File: src/rtl/stream_ahb_master_pkg.sv
// Shared encodings for the byte-stream to AHB-Lite initiator.
package stream_ahb_master_pkg;

  // Default command opcodes
  localparam logic [7:0] OPC_WRITE_DEF = 8'h01;
  localparam logic [7:0] OPC_READ_DEF  = 8'h02;

  // Response status codes
  localparam logic [7:0] ST_OK       = 8'h00;
  localparam logic [7:0] ST_BUSERR   = 8'h01;
  localparam logic [7:0] ST_MISALIGN = 8'h02;
  localparam logic [7:0] ST_BADOP    = 8'hFF;

  // AHB-Lite encodings
  localparam logic [1:0] HTRANS_IDLE   = 2'b00;
  localparam logic [1:0] HTRANS_NONSEQ = 2'b10;
  localparam logic [2:0] HSIZE_WORD    = 3'b010;
  localparam logic [2:0] HBURST_SINGLE = 3'b000;

  typedef enum logic [2:0] {
    S_IDLE,
    S_CMD_ADDR,
    S_CMD_WDATA,
    S_BUS_ADDR,
    S_BUS_DATA,
    S_RSP
  } state_t;

endpackage

File: src/rtl/stream_byte_shifter.sv
// 4-byte little-endian shift register: first byte lands in data[7:0].
module stream_byte_shifter (
  input  logic        clk,
  input  logic        rst_n,
  input  logic        clr,
  input  logic        shift,
  input  logic [7:0]  din,
  output logic [31:0] data,
  output logic        done
);

  logic [1:0] cnt;

  // done flags the shift that brings in the fourth byte
  assign done = shift && (cnt == 2'd3);

  // Bytes enter at the top so the earliest byte ends at the bottom
  always_ff @(posedge clk or negedge rst_n) begin
    if (!rst_n) begin
      data <= '0;
      cnt  <= '0;
    end else if (clr) begin
      cnt  <= '0;
    end else if (shift) begin
      data <= {din, data[31:8]};
      cnt  <= cnt + 2'd1;
    end
  end

endmodule

File: src/rtl/stream_ahb_master.sv
// Byte-stream command parser driving single-word AHB-Lite transfers,
// answering each frame with a status byte (plus read data).
module stream_ahb_master
  import stream_ahb_master_pkg::*;
#(
  parameter logic [7:0] OPC_WRITE = OPC_WRITE_DEF,
  parameter logic [7:0] OPC_READ  = OPC_READ_DEF,
  parameter bit         WR_RSP    = 1'b1
) (
  input  logic        hclk,
  input  logic        hresetn,
  input  logic        in_tvalid,
  output logic        in_tready,
  input  logic [7:0]  in_tdata,
  output logic        out_tvalid,
  input  logic        out_tready,
  output logic [7:0]  out_tdata,
  output logic        out_tlast,
  output logic [31:0] haddrm,
  output logic [1:0]  htransm,
  output logic        hwritem,
  output logic [2:0]  hsizem,
  output logic [2:0]  hburstm,
  output logic [31:0] hwdatam,
  input  logic        hreadym,
  input  logic        hrespm,
  input  logic [31:0] hrdatam,
  output logic        busy
);

  state_t      state, state_nxt;
  logic        rst_done;
  logic        is_write;
  logic        misal;
  logic [7:0]  status;
  logic [31:0] rdata;
  logic [2:0]  idx;
  logic [2:0]  last_idx;

  logic        in_fire, out_fire;
  logic        addr_done, wd_done, opc_ok, addr_mis;
  logic [31:0] addr_data, wd_data;

  assign in_fire  = in_tvalid && in_tready;
  assign out_fire = out_tvalid && out_tready;
  assign opc_ok   = (in_tdata == OPC_READ) || (in_tdata == OPC_WRITE);
  // On the fourth address byte, A0 sits in bits 15:8 before the final shift
  assign addr_mis = (addr_data[9:8] != 2'b00);
  assign last_idx = (status == ST_OK && !is_write) ? 3'd4 : 3'd0;

  stream_byte_shifter u_addr (
    .clk   (hclk),
    .rst_n (hresetn),
    .clr   (in_fire && state == S_IDLE),
    .shift (in_fire && state == S_CMD_ADDR),
    .din   (in_tdata),
    .data  (addr_data),
    .done  (addr_done)
  );

  stream_byte_shifter u_wdata (
    .clk   (hclk),
    .rst_n (hresetn),
    .clr   (in_fire && state == S_IDLE),
    .shift (in_fire && state == S_CMD_WDATA),
    .din   (in_tdata),
    .data  (wd_data),
    .done  (wd_done)
  );

  // Shifters hold their contents outside the command states, so they
  // double as the address and write-data registers of the bus transfer
  assign haddrm  = addr_data;
  assign hwdatam = wd_data;
  assign hsizem  = HSIZE_WORD;
  assign hburstm = HBURST_SINGLE;

  // Keeps in_tready low while reset is asserted and for one cycle after
  always_ff @(posedge hclk or negedge hresetn) begin
    if (!hresetn) rst_done <= 1'b0;
    else          rst_done <= 1'b1;
  end

  // State register
  always_ff @(posedge hclk or negedge hresetn) begin
    if (!hresetn) state <= S_IDLE;
    else          state <= state_nxt;
  end

  // Next-state logic
  always_comb begin
    state_nxt = state;
    case (state)
      S_IDLE:      if (in_fire) state_nxt = opc_ok ? S_CMD_ADDR : S_RSP;
      S_CMD_ADDR:  if (addr_done)
                     state_nxt = is_write ? S_CMD_WDATA : (addr_mis ? S_RSP : S_BUS_ADDR);
      S_CMD_WDATA: if (wd_done) state_nxt = misal ? S_RSP : S_BUS_ADDR;
      S_BUS_ADDR:  if (hreadym) state_nxt = S_BUS_DATA;
      S_BUS_DATA:  if (hreadym)
                     state_nxt = (is_write && !hrespm && !WR_RSP) ? S_IDLE : S_RSP;
      S_RSP:       if (out_fire && idx == last_idx) state_nxt = S_IDLE;
      default:     state_nxt = S_IDLE;
    endcase
  end

  // Frame bookkeeping: direction, misalignment, status, read data, byte index
  always_ff @(posedge hclk or negedge hresetn) begin
    if (!hresetn) begin
      is_write <= 1'b0;
      misal    <= 1'b0;
      status   <= ST_OK;
      rdata    <= '0;
      idx      <= '0;
    end else begin
      case (state)
        S_IDLE: if (in_fire) begin
          is_write <= (in_tdata == OPC_WRITE);
          misal    <= 1'b0;
          idx      <= '0;
          if (!opc_ok) status <= ST_BADOP;
        end
        S_CMD_ADDR: if (addr_done) begin
          misal <= addr_mis;
          if (addr_mis && !is_write) status <= ST_MISALIGN;
        end
        S_CMD_WDATA: if (wd_done && misal) status <= ST_MISALIGN;
        S_BUS_DATA: if (hreadym) begin
          status <= hrespm ? ST_BUSERR : ST_OK;
          if (!is_write) rdata <= hrdatam;
        end
        S_RSP: if (out_fire) idx <= (idx == last_idx) ? 3'd0 : idx + 3'd1;
        default: ;
      endcase
    end
  end

  // Outputs decoded from state and the held response registers
  always_comb begin
    in_tready  = 1'b0;
    out_tvalid = 1'b0;
    out_tdata  = 8'h00;
    out_tlast  = 1'b0;
    htransm    = HTRANS_IDLE;
    hwritem    = 1'b0;
    busy       = (state != S_IDLE);
    case (state)
      S_IDLE, S_CMD_ADDR, S_CMD_WDATA: in_tready = rst_done;
      S_BUS_ADDR: begin
        htransm = HTRANS_NONSEQ;
        hwritem = is_write;
      end
      S_RSP: begin
        out_tvalid = 1'b1;
        out_tlast  = (idx == last_idx);
        case (idx)
          3'd0:    out_tdata = status;
          3'd1:    out_tdata = rdata[7:0];
          3'd2:    out_tdata = rdata[15:8];
          3'd3:    out_tdata = rdata[23:16];
          3'd4:    out_tdata = rdata[31:24];
          default: out_tdata = 8'h00;
        endcase
      end
      default: ;
    endcase
  end

endmodule

File: config.mk
export PLATFORM = sky130hd
export DESIGN_NAME = stream_ahb_master
export DESIGN_NICKNAME = d
export VERILOG_FILES = /design/src/rtl/stream_ahb_master_pkg.sv /design/src/rtl/stream_byte_shifter.sv /design/src/rtl/stream_ahb_master.sv
export SDC_FILE = /design/constraint.sdc
export NUM_CORES = 1
export LEC_CHECK = 0
export ABC_AREA = 1
export BUFFER_PORTS_ARGS = -buffer_cell sky130_fd_sc_hd__buf_4
export CAP_MARGIN = 15
export CORE_MARGIN = 5
export CORE_UTILIZATION = 40
export CTS_CLUSTER_DIAMETER = 80
export DETAILED_ROUTE_END_ITERATION = 12
export RECOVER_POWER = 50
export SYNTH_ARGS = -nofsm -noshare
export SYNTH_HDL_FRONTEND = slang
export SYNTH_SLANG_ARGS = --single-unit
export TNS_END_PERCENT = 10
File: constraint.sdc
create_clock -name hclk -period 3.7 [get_ports hclk]
set_clock_uncertainty 0.15 [all_clocks]
set_input_delay 0.185 -clock hclk [delete_from_list [all_inputs] [get_ports hclk]]
set_output_delay 0.185 -clock hclk [all_outputs]
set_load 0.1 [all_outputs]
==> impl_metrics.toml, run 1 <==
[synthesis]
ys_types = 36
yosysMostFrequentCell = "nand2_1"
synth_edf_count = 0
syn_area_um2 = 5130
yosys_warnings = 0
yosysSeqAreaShare = 0.546
synth_common_cells = "183 x nand2_1, 112 x dfrtp_1, 37 x inv_1"
async_reset_ff_frac = 1.00
yosysTopAreaCell = "dfrtp_1"
syn-instance-count = 547
synth_flop_cell = "dfrtp_1"
syn_area_per_cell_um2 = 9.38
ys_ff_latch = 112
synthTopCellsByArea = "dfrtp_1 55%, nand2_1 13%, mux2_4 5.9%"
synth_top_area_share = 0.546

[detailed_routing]
drc = 0
dr_wl_met2_um = 6040
wl_met3_um = 1080
first_iter_violations = 263
via_per_inst = 4.78
top_layer_used = "met4"
drt_pre_antenna_iters = 5
wl_per_cell_um = 14.7
vias = 4189
drtAntennaViolNets = 0
met1_length_um = 5500
wl_um = 12900

[finish]
multi_input_area_um2 = 2000
finalNonFillerCells = 876
syn2layout_area_growth_pct = 28.8
nets = 752
regArea_um2 = 2800
antenna_cells = 0
drive_above_1_share = 0.170
fillerInstances = 1232

[setup_path]
required_ns = 3.37
rrSetupSlack_ns = 1.35
path_max_fanout = 21
reg2reg_from = "state[2]"
endpoint_kind = "output pin"
arrival_ns = 2.53
path_class = "register to output pin"
cp-endpoint = "out_tdata[3]"
start_kind = "register"
r2r-end = "u_addr.data[6]"
ff2ff_path_depth = 6
crit_start = "idx[2]"

[timing]
slew_headroom = -0.237
final_max_slew_viol_count = 72
worst_slack_ns = 0.836
final.period_utilization = 0.774
min_period_ns = 2.86
rsz0062_at_grt = "no"
setup_tns_ns = 0
hold_viol = 0
setup_violations = 0
tightest_slew_ns = 1.86
fmax_mhz = 349

[place]
place_inst = 820
routabilityCongestion = 0.867
port-buffer-count = 123
dp_hpwl_um = 8970
post-place-ws_ns = 1.25

[clock_tree]
cts-resized-gates = 0
htree_levels = 3
clkSinkCount = 112
clock_path_buffers = 2
clk_pin_slew_ns = 0.07
cts_made_buffers = 9
cts-root-buf = "clkbuf_16"
clk_latency_ns = 0.36
post-cts-setup-buffers = 0
cts_tree = "done"

[die]
io_pins = 131
dieArea_um2 = 15200
start_util = 0.407
die_h_um = 123
die_w_um = 123
core_um2 = 12600
num_rows = 41

[global_routing]
grt_max_degree = 73
grt_usage = 0.175
grt-ovfl-total = 0
grt_pass1_wl_um = 20800
antenna_found_initial = 0
grt_pass1_vias = 4250

[run_status]
status = "finished, violations left"
violations = "capacitance limit, slew limit"

[hold_path]
whs_path_depth = 3
hold_class = "input pin to register"

[flow_run]
maxCapViolations = 1
==> per-stage QoR <==
| step | cell area (um^2) | hold WS [ns] | util |
|---|---|---|---|
| after floorplan | 5150 | -0.261 | - |
| after global placement | 6130 | 0.240 | 0.486 |
| after detailed placement | 6130 | 0.243 | 0.486 |
| after CTS | 6850 | 0.0152 | 0.543 |
| after global routing | 6610 | 0.0414 | 0.524 |
| final | 6610 | 0.0254 | 0.524 |
==> critical path: stages (launching register included) <==
cell and delay, ns:
dfrtp_1 0.49, inv_1 0.48, ha_1 0.44, nand2_1 0.12, o2111a_1 0.15, a21oi_1 0.17
buf_4 0.33
==> sequential cells by signal, indices dropped and copies added (netlist names) <==
signal        flops
rst_done          1
u_wdata.data     32
state             3
status            3
idx               3
u_addr.cnt        2
misal             1
rdata            32
u_wdata.cnt       2
u_addr.data      32
is_write          1
==> cell usage in the layout (no fill, tap or decap), types with 2 or more instances in the layout <==
cell type,count
dfrtp_1,112
nand2_1,183
nor2_1,22
o211a_1,2
mux2_2,7
buf_4,58
a31oi_1,7
ha_1,7
nand4_1,3
dlygate4sd3_1,40
mux2_4,20
inv_1,37
clkbuf_1,65
conb_1,8
o2111a_1,3
nand3_4,2
a22o_1,3
nand3b_1,2
o21ai_1,19
clkbuf_16,9
nand2_2,2
a21oi_1,9
inv_6,2
inv_2,6
o21ai_0,24
nand3_1,33
nor2_2,4
bufinv_16,2
==> logic make-up (layout without fill, tap and decap cells) <==
family | Yosys count | count (layout) | synth area share
xor gates and xnor gates | 2 | 2 | 0.00341
buffers and inverters | 72 | 223 | 0.0678
other | 2 | 8 | 0.00146
DFF | 112 | 112 | 0.546
AOI/OAI and AO/OA | 67 | 67 | 0.0748
adders and majority gates | 7 | 7 | 0.0171
and+or+nand+nor | 258 | 258 | 0.216
muxes | 27 | 27 | 0.0739
==> layer usage <==
| metal | up-vias | global-route usage |
|---|---|---|
| met3 | 26 | 0.0695 |
| met2 | 132 | 0.275 |
| met4 | 0 | 0.0588 |
| li1 | 2045 | - |
| met1 | 1986 | 0.221 |
| met5 | - | 0 |
==> how the worst min path moves through the flow <==
stage	start	to
global placement	hresetn	rdata[22]
finish	in_tdata[1]	u_wdata.data[25]
CTS	hrespm	status[0]
global route	hrespm	status[0]
detailed placement	hresetn	rdata[22]
floorplan	hresetn	idx[0]
==> timing repair <==
| item | CTS | global route |
|---|---|---|
| endpoints found under the hold margin | 118 | 0 |
| hold buffers | 40 | 0 |
| endpoints found under the setup margin | 0 | 0 |
==> area by class of cell <==
class	count	share of cell area
multi-input combinational	369	0.303
clock buffer	10	0.0346
inverter	43	0.0244
sequential	112	0.424
clock inverter	6	0.0148
timing repair buffer	164	0.167
tap	172	0.0326
Power of run 1 is left out: the tool's default activity adds up to more than one toggle a clock period on the data nets, which glitch-free logic cannot reach.
==> run 2, diff against run 1 <==
--- a/config.mk
+++ b/config.mk
@@ -5,7 +5,7 @@
 export SDC_FILE = /design/constraint.sdc
 export NUM_CORES = 1
 export LEC_CHECK = 0
-export ABC_AREA = 1
+export ABC_AREA = 0
 export BUFFER_PORTS_ARGS = -buffer_cell sky130_fd_sc_hd__buf_4
 export CAP_MARGIN = 15
 export CORE_MARGIN = 5
==> constraint.sdc (replaced) <==
create_clock -name hclk -period 2.9 [get_ports hclk]
set_clock_uncertainty 0.15 [all_clocks]
set_input_delay 0.145 -clock hclk [delete_from_list [all_inputs] [get_ports hclk]]
set_output_delay 0.145 -clock hclk [all_outputs]
set_load 0.1 [all_outputs]
==> run 2 against run 1 <==
  * The flow now finishes without violations
  * First-iteration DRC count shrank 51%
  * Non-clock buffer count grew 6
  * Register-to-register slack lost 0.75 ns
==> impl_metrics.toml, run 2 <==
[run_status]
status = "finished clean"

[timing]
min_period_ns = 2.60
worst_slack_ns = 0.299
hold_slack_ns = 0.0262
fmax_mhz = 384
setup_tns_ns = 0
final_max_slew_viol_count = 0
tightest_slew_ns = 1.32
rsz0062_at_grt = "no"
slew_headroom = 0.122
hold_viol = 0
final.period_utilization = 0.897
setup_violations = 0

[finish]
largestRegisters = "rdata: 32 flops, u_addr.data: 32 flops, u_wdata.data: 32 flops"
layout_common_cells = "112 x dfrtp_1, 68 x mux2_2, 65 x clkbuf_1, 59 x buf_4, 44 x dlygate4sd3_1"
final_common_cell = "dfrtp_1"
nets = 594
antenna_cells = 0
drive_above_1_share = 0.304
final_core_util = 0.541
syn2layout_area_growth_pct = 31.7

[synthesis]
async_reset_ff_frac = 1.00
yosysTopAreaCell = "dfrtp_1"
synth_common_cells = "112 x dfrtp_1, 68 x mux2_2, 26 x mux2_1"
ys_types = 52
synth_top_area_share = 0.563
synth_edf_count = 0
yosysMostFrequentCell = "dfrtp_1"
synthTopCellsByArea = "dfrtp_1 56%, mux2_2 15%, mux2_1 5.9%"
syn_area_per_cell_um2 = 13.1
ys_ff_latch = 112
yosysSeqAreaShare = 0.563
syn-instance-count = 381
syn_area_um2 = 4970
synth_flop_cell = "dfrtp_1"
yosys_warnings = 0

[clock_tree]
clkSinkCount = 112
htree_levels = 3
clock_path_buffers = 2
clk_pin_slew_ns = 0.07
cts-root-buf = "clkbuf_16"
clk_latency_ns = 0.35
cts_made_buffers = 9
cts_tree = "done"

[setup_path]
cp-endpoint = "out_tdata[7]"
endpoint_kind = "output pin"
reg2reg_from = "state[0]"
ff2ff_path_depth = 5
r2r-end = "rdata[16]"
rrSetupSlack_ns = 0.60
start_kind = "register"
required_ns = 2.61
path_class = "register to output pin"
arrival_ns = 2.31
path_max_fanout = 16
crit_start = "idx[2]"

[hold_path]
hold_class = "input pin to register"

[die]
num_rows = 40
io_pins = 131
start_util = 0.411
die_h_um = 122
core_um2 = 12100
die_w_um = 122
dieArea_um2 = 14800

[global_routing]
grt_max_degree = 59
grt-ovfl-total = 0
grt_usage = 0.168
antenna_found_initial = 0
grt_pass1_wl_um = 19600
grt_pass1_vias = 3796

[detailed_routing]
wl_per_cell_um = 16.4
via_per_inst = 4.97
drt_pre_antenna_iters = 5
drtAntennaViolNets = 0
first_iter_violations = 129
vias = 3547
wl_um = 11700
drc = 0

[place]
dp_hpwl_um = 8280
routabilityCongestion = 0.749
post-place-ws_ns = 0.419
port-buffer-count = 123

[flow_run]
maxCapViolations = 0
run 2: changes by cell type after synthesis, moves of 7 or more:
cell      delta
a31oi_1      -7
o21ai_0     -10
mux2_4      -20
mux2_1      +26
nand2_1    -170
nand3_1     -23
inv_1       -23
o21ai_1     -17
mux2_2      +61
a222oi_1     +8
run 2: layout make-up:
| class | count | area, um^2 |
|---|---|---|
| fillers | 1141 | 5560 |
| flip-flops and latches | 112 | 2800 |
| multi-input cells | 234 | 2010 |
| repair buffers | 170 | 1160 |
| clock buffers | 10 | 229 |
| well taps | 168 | 210 |
| clock inverters | 6 | 90.1 |
| inverters | 14 | 52.6 |
run 2: worst max-delay path: stages (launching register included):
cell and delay (ns):
dfrtp_1 0.65, inv_1 0.21, ha_1 0.36, a222oi_1 0.44
nor2_2 0.05, buf_4 0.25
run 2: kinds of logic after synthesis:
group,share of synthesized area
AO/OA/AOI/OAI,0.0900
XOR/XNOR,0.00528
adder cells (fa/ha/maj),0.0176
buffers and inverters,0.0428
flip-flops,0.563
multiplexers,0.213
other,0.00151
AND/OR/NAND/NOR,0.0667
run 2: worst min path at each step:
stage | endpoint | start | slack (ns) | depth (start not counted)
after detailed placement | u_addr.data[3] | hresetn | 0.08 | 1
after global placement | u_addr.data[3] | hresetn | 0.08 | 1
after floorplan | idx[0] | hresetn | -0.30 | 0
after global routing | state[1] | hreadym | 0.03 | 3
after CTS | state[1] | hreadym | 0.02 | 3
final | state[1] | hreadym | 0.03 | 3
run 2: routing by layer:
layer,part of all wire,track usage
met1,0.40,0.201
met2,0.49,0.275
met3,0.089,0.0723
met4,0.015,0.0504
met5,0,0
run 2: timing repair:
| action | 4_1_cts | 5_1_grt |
|---|---|---|
| resized for setup | 0 | 1 |
| endpoints found under the hold margin | 105 | 0 |
| setup endpoints to repair | 0 | 8 |
| setup buffers | 0 | 0 |
| hold buffers | 44 | 0 |
run 2: through the flow:
stage	std cells	cell area [um^2]
after floorplan	387	5020
after global placement	654	6050
after detailed placement	654	6050
after CTS	714	6810
after global routing	714	6550
final	714	6550
Power of run 2 is left out for the same reason.
==> run 3, diff against run 2 <==
--- a/config.mk
+++ b/config.mk
@@ -9,7 +9,7 @@
 export BUFFER_PORTS_ARGS = -buffer_cell sky130_fd_sc_hd__buf_4
 export CAP_MARGIN = 15
 export CORE_MARGIN = 5
-export CORE_UTILIZATION = 40
+export CORE_UTILIZATION = 30
 export CTS_CLUSTER_DIAMETER = 80
 export DETAILED_ROUTE_END_ITERATION = 12
 export RECOVER_POWER = 50
==> run 3 against run 2 <==
  * First-iteration DRC count up 25%
  * Final cell count up 7.4%
  * Die area up 30%
  * Clock-buffer cell count down 1
  * Hold slack better by 0.0049 ns
  * Worst setup slack better by 0.046 ns
==> impl_metrics.toml, run 3 (synthesis gave the netlist of run 2 again) <==
[setup_path]
rrSetupSlack_ns = 0.72
arrival_ns = 2.26
r2r-end = "rdata[28]"
path_max_fanout = 9
path_class = "register to output pin"
required_ns = 2.61
reg2reg_from = "state[1]"
start_kind = "register"
ff2ff_path_depth = 5
endpoint_kind = "output pin"

[run_status]
status = "finished clean"

[global_routing]
grt_usage = 0.130
grt_pass1_wl_um = 20600
grt_max_degree = 65
antenna_found_initial = 0
grt_pass1_vias = 3933
grt-ovfl-total = 0

[clock_tree]
cts-root-buf = "clkbuf_16"
clk_pin_slew_ns = 0.08
cts_tree = "done"
clkSinkCount = 112
post-cts-setup-buffers = 0
clock_path_buffers = 2
htree_levels = 3
cts_made_buffers = 9
clk_latency_ns = 0.35

[finish]
multi_input_area_um2 = 2010
drive_above_1_share = 0.309
syn2layout_area_growth_pct = 32.6
fillerInstances = 1594
antenna_cells = 0
nets = 595
layout_common_cells = "111 x dfrtp_1, 68 x mux2_2, 64 x clkbuf_1, 61 x buf_4, 44 x dlygate4sd3_1"
regArea_um2 = 2800
final_common_cell = "dfrtp_1"
largestRegisters = "rdata: 32 flops, u_addr.data: 32 flops, u_wdata.data: 32 flops"
finalNonFillerCells = 767

[timing]
rsz0062_at_grt = "no"
tightest_slew_ns = 1.31
setup_violations = 0
slew_headroom = 0.126
fmax_mhz = 391
final.period_utilization = 0.881
final_max_slew_viol_count = 0
hold_viol = 0
min_period_ns = 2.56

[hold_path]
hold_end = "state[1]"
hold_class = "input pin to register"
whs_path_depth = 3
hp-start = "hreadym"

[flow_run]
maxCapViolations = 0

[detailed_routing]
drt_pre_antenna_iters = 4
wl_um = 12000
vias = 3565
drc = 0
via_per_inst = 4.65
drtAntennaViolNets = 0
first_iter_violations = 161
wl_per_cell_um = 15.7

[die]
die_w_um = 139
num_rows = 47
core_um2 = 16400
dieArea_um2 = 19300
io_pins = 131
start_util = 0.303
die_h_um = 139

[place]
routabilityCongestion = 0.815
port-buffer-count = 123
place_inst = 707
dp_hpwl_um = 8600
==> run 3: worst max-delay path, stage by stage, from the launching register on <==
cell and delay, ns:
dfrtp_1 0.42, inv_1 0.09, ha_1 0.33, nor3_1 0.25, nor2_1 0.08, o21ai_2 0.41
nor2_2 0.09, buf_4 0.25
==> run 3: area by class of cell <==
| class | instances | area share |
|---|---|---|
| Multi-Input combinational cell | 234 | 0.305 |
| Timing Repair Buffer | 171 | 0.176 |
| Inverter | 14 | 0.00796 |
| Clock buffer | 9 | 0.0341 |
| Tap cell | 220 | 0.0417 |
| Sequential cell | 112 | 0.425 |
| Clock inverter | 7 | 0.00986 |
==> run 3: worst max path at each step <==
stage	slack [ns]	endpoint	startpoint
2_1_floorplan	-0.51	out_tdata[0]	state[2]
3_3_place_gp	0.59	out_tdata[4]	idx[0]
3_5_place_dp	0.47	out_tdata[2]	state[0]
4_1_cts	0.1	out_tdata[2]	state[0]
5_1_grt	0.16	out_tdata[5]	state[2]
6_report	0.34	out_tdata[5]	idx[0]
==> run 3: routing by layer <==
layer	wire, um	up-vias	track usage
met5	0	-	0
met4	138	0	0.0309
met3	1210	10	0.0648
met2	5550	126	0.201
met1	5130	1758	0.164
li1	-	1671	-
==> run 3: metrics by stage <==
step / setup WS, ns / instance area [um^2] / hold slack [ns] / util / setup TNS, ns
finish: 0.344 / 6600 / 0.0312 / 0.402 / 0
global route: 0.161 / 6600 / 0.0461 / 0.402 / 0
CTS: 0.0983 / 6840 / 0.0122 / 0.417 / 0
detailed placement: 0.472 / 6110 / 0.0748 / 0.372 / 0
global placement: 0.588 / 6110 / 0.0724 / 0.372 / 0
floorplan: -0.507 / 5020 / -0.301 / - / -4.43
==> run 3: repair_timing <==
item | 4_1_cts | 5_1_grt
endpoints found under the setup margin | 0 | 8
hold buffers | 44 | 0
hold endpoints to repair | 98 | 0
gates resized for setup | 0 | 2
Power of run 3 is left out for the same reason.
